==> src/rtl/oam_dma_arbiter.sv <==
// OAM DMA arbiter: passes CPU bus accesses through. A CPU write to
// TRIGGER_ADDR makes it take the bus, stall the CPU and copy 256 bytes
// from page {data,8'h00} to OAM_DATA_ADDR with NES cycle timing.
// Ports:
//   clk, rst_n          - clock (CPU rate), async active-low reset
//   cpu_addr/read/write - CPU memory-address stage request
//   cpu_wdata           - CPU write data
//   bus_rdata           - bus read data, valid in the same cycle as bus_read
//   bus_addr/read/write - system bus request
//   bus_wdata           - system bus write data
//   cpu_stall           - holds the CPU while the DMA owns the bus
//   dma_active          - high whenever the engine is not idle
module oam_dma_arbiter #(
    parameter logic [15:0] TRIGGER_ADDR  = 16'h4014,
    parameter logic [15:0] OAM_DATA_ADDR = 16'h2004
) (
    input  logic        clk,
    input  logic        rst_n,
    input  logic [15:0] cpu_addr,
    input  logic        cpu_read,
    input  logic        cpu_write,
    input  logic [7:0]  cpu_wdata,
    input  logic [7:0]  bus_rdata,
    output logic [15:0] bus_addr,
    output logic        bus_read,
    output logic        bus_write,
    output logic [7:0]  bus_wdata,
    output logic        cpu_stall,
    output logic        dma_active
);

    localparam int unsigned ST_W = 3;

    localparam logic [ST_W-1:0] IDLE  = 3'd0;
    localparam logic [ST_W-1:0] DUMMY = 3'd1;
    localparam logic [ST_W-1:0] ALIGN = 3'd2;
    localparam logic [ST_W-1:0] READ  = 3'd3;
    localparam logic [ST_W-1:0] WRITE = 3'd4;

    logic [ST_W-1:0] state, state_nxt;
    logic [7:0]      page, page_nxt;
    logic [7:0]      idx, idx_nxt;
    logic [7:0]      dma_data, dma_data_nxt;
    logic            cyc_par;

    // State and datapath registers; cyc_par tracks CPU cycle parity forever
    always_ff @(posedge clk or negedge rst_n) begin
        if (!rst_n) begin
            state    <= IDLE;
            page     <= 8'h00;
            idx      <= 8'h00;
            dma_data <= 8'h00;
            cyc_par  <= 1'b0;
        end else begin
            state    <= state_nxt;
            page     <= page_nxt;
            idx      <= idx_nxt;
            dma_data <= dma_data_nxt;
            cyc_par  <= ~cyc_par;
        end
    end

    // Next-state and bus muxing; outputs depend only on state and registers
    // (plus the CPU request while idle, which is a pure passthrough)
    always_comb begin
        state_nxt    = state;
        page_nxt     = page;
        idx_nxt      = idx;
        dma_data_nxt = dma_data;
        bus_addr     = 16'h0000;
        bus_read     = 1'b0;
        bus_write    = 1'b0;
        bus_wdata    = 8'h00;
        cpu_stall    = 1'b1;

        case (state)
            IDLE: begin
                bus_addr  = cpu_addr;
                bus_read  = cpu_read;
                bus_write = cpu_write;
                bus_wdata = cpu_wdata;
                cpu_stall = 1'b0;
                // The trigger write itself still reaches the bus
                if (cpu_write && (cpu_addr == TRIGGER_ADDR)) begin
                    page_nxt  = cpu_wdata;
                    idx_nxt   = 8'h00;
                    state_nxt = DUMMY;
                end
            end
            DUMMY: begin
                // Halting on an odd cycle costs one extra alignment cycle
                state_nxt = cyc_par ? ALIGN : READ;
            end
            ALIGN: begin
                state_nxt = READ;
            end
            READ: begin
                bus_addr     = {page, idx};
                bus_read     = 1'b1;
                dma_data_nxt = bus_rdata;
                state_nxt    = WRITE;
            end
            WRITE: begin
                bus_addr  = OAM_DATA_ADDR;
                bus_write = 1'b1;
                bus_wdata = dma_data;
                // 8-bit increment keeps the source address inside the page
                idx_nxt   = idx + 8'd1;
                state_nxt = (idx == 8'hFF) ? IDLE : READ;
            end
            default: begin
                state_nxt = IDLE;
                cpu_stall = 1'b0;
            end
        endcase
    end

    assign dma_active = (state != IDLE);

endmodule

==> config.mk <==
export PLATFORM = sky130hd
export DESIGN_NAME = oam_dma_arbiter
export DESIGN_NICKNAME = d
export VERILOG_FILES = /design/src/rtl/oam_dma_arbiter.sv
export SDC_FILE = /design/constraint.sdc
export NUM_CORES = 1
export LEC_CHECK = 0
export ABC_AREA = 1
export CAP_MARGIN = 30
export CORE_UTILIZATION = 40
export DETAILED_ROUTE_END_ITERATION = 8
export HOLD_SLACK_MARGIN = 0.15
export MAX_ROUTING_LAYER = met4
export PLACE_DENSITY_LB_ADDON = 0.08
export REMOVE_ABC_BUFFERS = 1
export SYNTH_ARGS = -nofsm -noshare
export SYNTH_HDL_FRONTEND = slang
export SYNTH_SLANG_ARGS = --single-unit
export TNS_END_PERCENT = 5
==> constraint.sdc <==
create_clock -name clk -period 1.4 [get_ports clk]
set_clock_uncertainty 0.1 [all_clocks]
set_input_delay 0.21 -clock clk [delete_from_list [all_inputs] [get_ports clk]]
set_output_delay 0.21 -clock clk [all_outputs]
set_load 0.02 [all_outputs]
==> metrics.md, run 1 <==
| Metric | Value |
|---|---|
| Status | `finished, violations left` |
| Failing checks | `negative setup slack` |
| Synth Warn # | `0` |
| FILL cells | `338` |
| Die Wd | `67.5 µm` |
| Final min period | `1.86 ns` |
| GPL Wtd Cong | `0.906` |
| Reg clk slew, reported paths | `0.10 ns` |
| Nets | `371` |
| Critical path fanouts, max | `5` |
| Initial drt markers | `97` |
| Arrival time worst endpoint | `1.55 ns` |
| Fin crit share | `133%` |
| Die H | `67.5 µm` |
| Int Pwr | `3.10 mW` |
| Clock Power Share | `11.8%` |
| WHS | `0.172 ns` |
| Sw Share | `43.5%` |
| Total power | `5.48 mW` |
| Sequential power share | `23.1%` |
| Final Hold Fails | `0` |
| Drt via density | `4.89` |
| DP Wirelength | `3800 µm` |
| Synth Register Bits | `28` |
| Logic gate share of total power | `65.2%` |
| Fmax | `537 MHz` |
| Mapped Cells | `217` |
| Final setup margin | `-0.461 ns` |
| Vias in the first global route | `1,903` |
| Site Rows | `23` |
| CP endpoint kind | `output port` |
| Maxcap violations | `0` |
| Overall Global Routing Usage | `26.3%` |
| Worst skew pair latency | `0.28 ns` |
| Antenna-violating nets left | `0` |
| Num ports | `64` |
| Root buf cell | `clkbuf_8` |
| Grt ovf | `0` |
| Hold Crit Class | `primary input to asynchronous set/reset pin` |
| CTS Buffer Depth | `2` |
| CTS tree | `yes` |
| Placed instance area | `2710 µm²` |
| Sink Count | `28` |
| Residual DRC | `0` |
| Library cells used by synthesis | `26` |
| Via Count | `1,873` |
| H-tree depth | `1` |
| Core footprint | `4060 µm²` |
| Final wirelength | `5140 µm` |
| Wire per inst | `13.4 µm` |
| Worst slew margin | `84.2%` |
| Final Core Density | `70.1%` |
| Cell area after layout | `2840 µm²` |
| VDD IR max | `1240 µV` |
| First-pass GRT wire length | `8490 µm` |
| Starting Density | `42.3%` |
| Mapped cell area | `1720 µm²` |
| IO buf count | `63` |
| Die ar. | `4560 µm²` |
| Net Sw Power | `2.38 mW` |
| Total CTS buffers | `3` |
| Antenna diode count | `0` |
| Final setup TNS | `-13.68 ns` |
| Total iterations of the first detailed-routing run | `4` |
| Critical path launch point type | `flop` |
| RSZ-0062 raised after global routing | `true` |
| Max-slew violation count | `0` |
| Leak pwr | `1.46 nW` |
| Final setup violation count | `52` |
| Fraction of layout cells with a size suffix above 1 | `37.2%` |
| Worst Path Required | `1.09 ns` |
| Critical path class | `flop to output port` |
| Synthesis-to-finish area growth | `65.5%` |
| Sequential fraction of the synthesis area | `40.8%` |
| Cell Pwr Density | `1930 nW/µm²` |
| Syn avg cell area | `7.92 µm²` |
| Initial antenna violation count | `0` |
| Largest net degree at the start of global routing | `29` |
| Tightest Pin Transition | `0.236 ns` |
## metrics by stage
stage               worst slack (ns)  instances
floorplan                     -0.378        209
global placement              -0.577        370
detailed placement            -0.602        370
CTS                           -0.449        383
global route                  -0.524        383
finish                        -0.461        383
## cells by family after synthesis
logic type	share of synthesized area (%)
compound gates	15.5
fa+ha+maj	0.728
buf+inv	10.6
flops	40.8
simple gates	32.4
## worst max-delay path, cell delays in order (launching register included)
cell and delay (ns):
dfrtp_2 0.47, nor2_4 0.14, inv_4 0.08, nor2_8 0.13, buf_4 0.16, nand2_1 0.06
o21ai_0 0.06, buf_2 0.18
## power groups by stage
stage | registers, mW | logic, mW | clock network, mW
final | 1.26 | 3.57 | 0.645
after CTS | 1.26 | 3.51 | 0.665
after detailed placement | 1.27 | 3.45 | 0
after global routing | 1.30 | 3.86 | 0.694
after floorplan | 1.33 | 1.57 | 0
after global placement | 1.26 | 3.42 | 0
## routing by layer
layer | vias to the layer above | track usage, % | wire [µm]
met4 | 0 | 12.5 | 145
met5 | - | - | 0
li1 | 941 | - | -
met1 | 852 | 29.7 | 2090
met3 | 13 | 4.05 | 263
met2 | 67 | 44.9 | 2640
## cells in the mapped netlist
master / n / area (µm²)
nand3_4: 1 / 17.5
a32o_1: 1 / 10.0
dfrtp_1: 28 / 701
buf_6: 5 / 56.3
o21ai_1: 9 / 45.0
inv_2: 1 / 3.75
inv_4: 4 / 25.0
inv_1: 21 / 78.8
nor2_4: 1 / 11.3
nor2_1: 12 / 45.0
nor2_8: 2 / 40.0
nand4_1: 2 / 12.5
buf_4: 1 / 7.51
a22oi_1: 1 / 7.51
o21ai_2: 8 / 70.1
nand2_2: 1 / 6.26
o22ai_1: 2 / 12.5
nand3_2: 9 / 90.1
ha_1: 1 / 12.5
a21oi_1: 3 / 15.0
o21ai_0: 11 / 55.1
nand3_1: 12 / 60.1
o211ai_1: 1 / 7.51
nand2_1: 73 / 274
buf_2: 2 / 10.0
a22o_1: 5 / 43.8
## what timing repair did
item	in CTS	in global routing
setup endpoints to repair	45	55
cloned	1	0
pin swaps	4	1
hold buffers	0	0
setup buffers	8	0
resized for setup	157	8
## placed cells by master (no fill, tap or decap), drive strengths merged, types with 3 or more instances in the layout
cell           instances
buf                   84
nand2                 74
clkdlybuf4s50         35
dfrtp                 28
o21ai                 28
inv                   26
nand3                 22
nor2                  15
a22o                   5
clkbuf                 3
a21oi                  3
## registers in the layout, indices dropped and copies added, names as in the netlist
signal,count
cyc_par,1
dma_data,8
idx,8
page,8
state,3
## worst paths after layout
kind | from | cells after the start | slack (ns) | to
min in group clk | cyc_par$_DFF_PN0_ | 1 | 0.35 | cyc_par$_DFF_PN0_
hold / removal | rst_n | 2 | 0.17 | idx[0]$_DFFE_PN0P_
setup reg to reg | state[0]$_DFFE_PN0P_ | 8 | -0.13 | page[6]$_DFFE_PN0P_
setup / recovery | state[0]$_DFFE_PN0P_ | 7 | -0.46 | bus_addr[7]
max in group asynchronous | rst_n | 2 | 0.85 | state[0]$_DFFE_PN0P_
hold reg to reg | cyc_par$_DFF_PN0_ | 1 | 0.35 | cyc_par$_DFF_PN0_
## final cells by class
| class | count | area (µm²) | share of cell area [%] |
|---|---|---|---|
| inverters | 26 | 110 | 3.87 |
| repair buffers | 119 | 1020 | 35.8 |
| multi-input cells | 155 | 871 | 30.6 |
| repair inverters | 1 | 7.51 | 0.264 |
| clock buffers | 3 | 41.3 | 1.45 |
| clock inverters | 1 | 30.0 | 1.06 |
| well taps | 50 | 62.6 | 2.20 |
| flip-flops and latches | 28 | 702 | 24.7 |
No activity file was read; power rests on OpenSTA's default activity.
==> run 2: changes to the inputs <==
--- a/config.mk
+++ b/config.mk
@@ -14,4 +14,5 @@
 export PLACE_DENSITY_LB_ADDON = 0.08
 export REMOVE_ABC_BUFFERS = 1
+export SKIP_LAST_GASP = 1
 export SYNTH_ARGS = -nofsm -noshare
 export SYNTH_HDL_FRONTEND = slang
==> constraint.sdc (replaced) <==
create_clock -name clk -period 1.4 [get_ports clk]
set_clock_uncertainty 0.1 [all_clocks]
set_input_delay 0.28 -clock clk [delete_from_list [all_inputs] [get_ports clk]]
set_output_delay 0.28 -clock clk [all_outputs]
set_load 0.02 [all_outputs]
==> metrics.md, run 2 (same netlist as run 1, synthesis figures left out) <==
| Metric | Value |
|---|---|
| Placed instance area | `2690 µm²` |
| Cell area after layout | `2750 µm²` |
| Maxcap violations | `0` |
| Hold Crit Class | `primary input to asynchronous set/reset pin` |
| H-tree depth | `1` |
| Leak pwr | `1.44 nW` |
| GPL Wtd Cong | `0.859` |
| Critical path launch point type | `flop` |
| Overall Global Routing Usage | `24.4%` |
| Initial drt markers | `106` |
| FILL cells | `346` |
| Largest registers | `dma_data: 8 flops, idx: 8 flops, page: 8 flops` |
| Tightest Pin Transition | `0.242 ns` |
| Num ports | `64` |
| Die Wd | `67.5 µm` |
| Max-slew violation count | `0` |
| Placement-stage worst setup slack | `-0.663 ns` |
| Critical path class | `flop to output port` |
| Antenna-violating nets left | `0` |
| IO buf count | `63` |
| Core footprint | `4060 µm²` |
| Via Count | `1,833` |
| Number of hold buffers added after cts | `0` |
| Most frequent cells in the layout | `nand2_1 (73), buf_4 (56), clkdlybuf4s50_1 (35), dfrtp_1 (26), inv_1 (21)` |
| Status | `finished, violations left` |
| Total CTS buffers | `3` |
| Final setup violation count | `46` |
| Reg clk slew, reported paths | `0.10 ns` |
| Critical path fanouts, max | `4` |
| Critical Path Max Stage Delay | `0.45 ns` |
| Final Hold Fails | `0` |
| Critical Path, Cell by Cell | `nor2_4 > inv_4 > nor2_8 > buf_4 > nand2_1 > o21ai_0 > buf_2` |
| Antenna diode count | `0` |
| Cell Pwr Density | `1880 nW/µm²` |
| Worst Path Required | `1.02 ns` |
| Nets | `369` |
| RSZ-0062 raised after global routing | `true` |
| Die H | `67.5 µm` |
| Initial antenna violation count | `0` |
| Site Rows | `23` |
| CTS tree | `yes` |
| CP endpoint kind | `output port` |
| Root buf cell | `clkbuf_8` |
| Wire per inst | `12.8 µm` |
| Fmax | `521 MHz` |
| CTS Buffer Depth | `2` |
| Worst skew pair latency | `0.28 ns` |
| Largest net degree at the start of global routing | `29` |
| Residual DRC | `0` |
| Vias in the first global route | `1,701` |
| Arrival time worst endpoint | `1.54 ns` |
| Synthesis-to-finish area growth | `60.2%` |
| Slowest cell on the critical path | `dfrtp_2` |
| Final min period | `1.92 ns` |
| Failing checks | `negative setup slack` |
| Drt via density | `4.81` |
| Worst slew margin | `83.8%` |
| Starting Density | `42.3%` |
| Total iterations of the first detailed-routing run | `4` |
| Die ar. | `4560 µm²` |
| Fin crit share | `137%` |
| Final wirelength | `4890 µm` |
| DP Wirelength | `3690 µm` |
| Commonest non-fill, non-tap cell in the layout | `nand2_1` |
| Sink Count | `28` |
| Grt ovf | `0` |
| First-pass GRT wire length | `7890 µm` |
| Fraction of layout cells with a size suffix above 1 | `34.7%` |
| Final setup margin | `-0.519 ns` |
| VDD IR max | `1450 µV` |
==> run 2: timing repair <==
item,CTS,global route
buffers inserted,7,3
resized for setup,125,2
pin swaps,2,2
endpoints found under the setup margin,45,46
==> run 2: per-layer routing <==
metal,vias to the layer above,GRT usage (%),wire length [µm]
met5,-,-,0
met4,0,6.65,65
met3,7,4.56,186
met2,52,43.3,2550
met1,840,27.6,2090
li1,934,-,-
==> run 2: through the flow <==
step	setup TNS, ns	hold slack (ns)	std cells	utilization (%)	total power [mW]
3_3_place_gp	-22.99	0.319	367	66.2	4.60
3_5_place_dp	-23.18	0.312	367	66.2	4.63
5_1_grt	-21.49	0.245	381	67.8	5.52
6_report	-17.11	0.242	381	67.8	5.16
2_1_floorplan	-8.79	-0.116	209	-	2.89
4_1_cts	-17.14	0.251	378	67.2	5.14
==> run 2: area by class of cell <==
class / count / area, µm² / share of cell area, %
Timing Repair Buffer: 118 / 961 / 34.9
Multi-Input combinational cell: 155 / 842 / 30.6
Sequential cell: 28 / 703 / 25.5
Inverter: 26 / 113 / 4.09
Tap cell: 50 / 62.6 / 2.27
Clock buffer: 3 / 41.3 / 1.50
Clock inverter: 1 / 30.0 / 1.09
==> run 2: final timing paths <==
check                                     start                    to  slack, ns  cells past startpoint
min                                       rst_n    idx[3]$_DFFE_PN0P_       0.24                      2
max in group asynchronous                 rst_n  state[1]$_DFFE_PN0P_       0.78                      2
min reg2reg                   cyc_par$_DFF_PN0_     cyc_par$_DFF_PN0_       0.32                      1
max reg2reg                state[1]$_DFFE_PN0P_    idx[4]$_DFFE_PN0P_      -0.31                     10
min in group clk              cyc_par$_DFF_PN0_     cyc_par$_DFF_PN0_       0.32                      1
max                        state[1]$_DFFE_PN0P_           bus_addr[7]      -0.52                      7
==> run 2: worst max-delay path, delay by kind of cell (launching register included) <==
| family | cells | cell delay, ns |
|---|---|---|
| compound gates | 1 | 0.06 |
| buf+inv | 3 | 0.42 |
| flops | 1 | 0.45 |
| simple gates | 3 | 0.33 |
==> run 2: power breakdown <==
group / internal (mW) / switching [mW] / leakage [nW]
Combinational: 1.43 / 1.82 / 1.05
Sequential: 1.09 / 0.170 / 0.353
Clock: 0.383 / 0.270 / 0.0357
==> run 3: changes to the inputs <==
- GPL_ROUTABILITY_DRIVEN: default -> 0
==> results of run 3 <==
The final DEF is identical to that of run 2; final timing and power are the same.
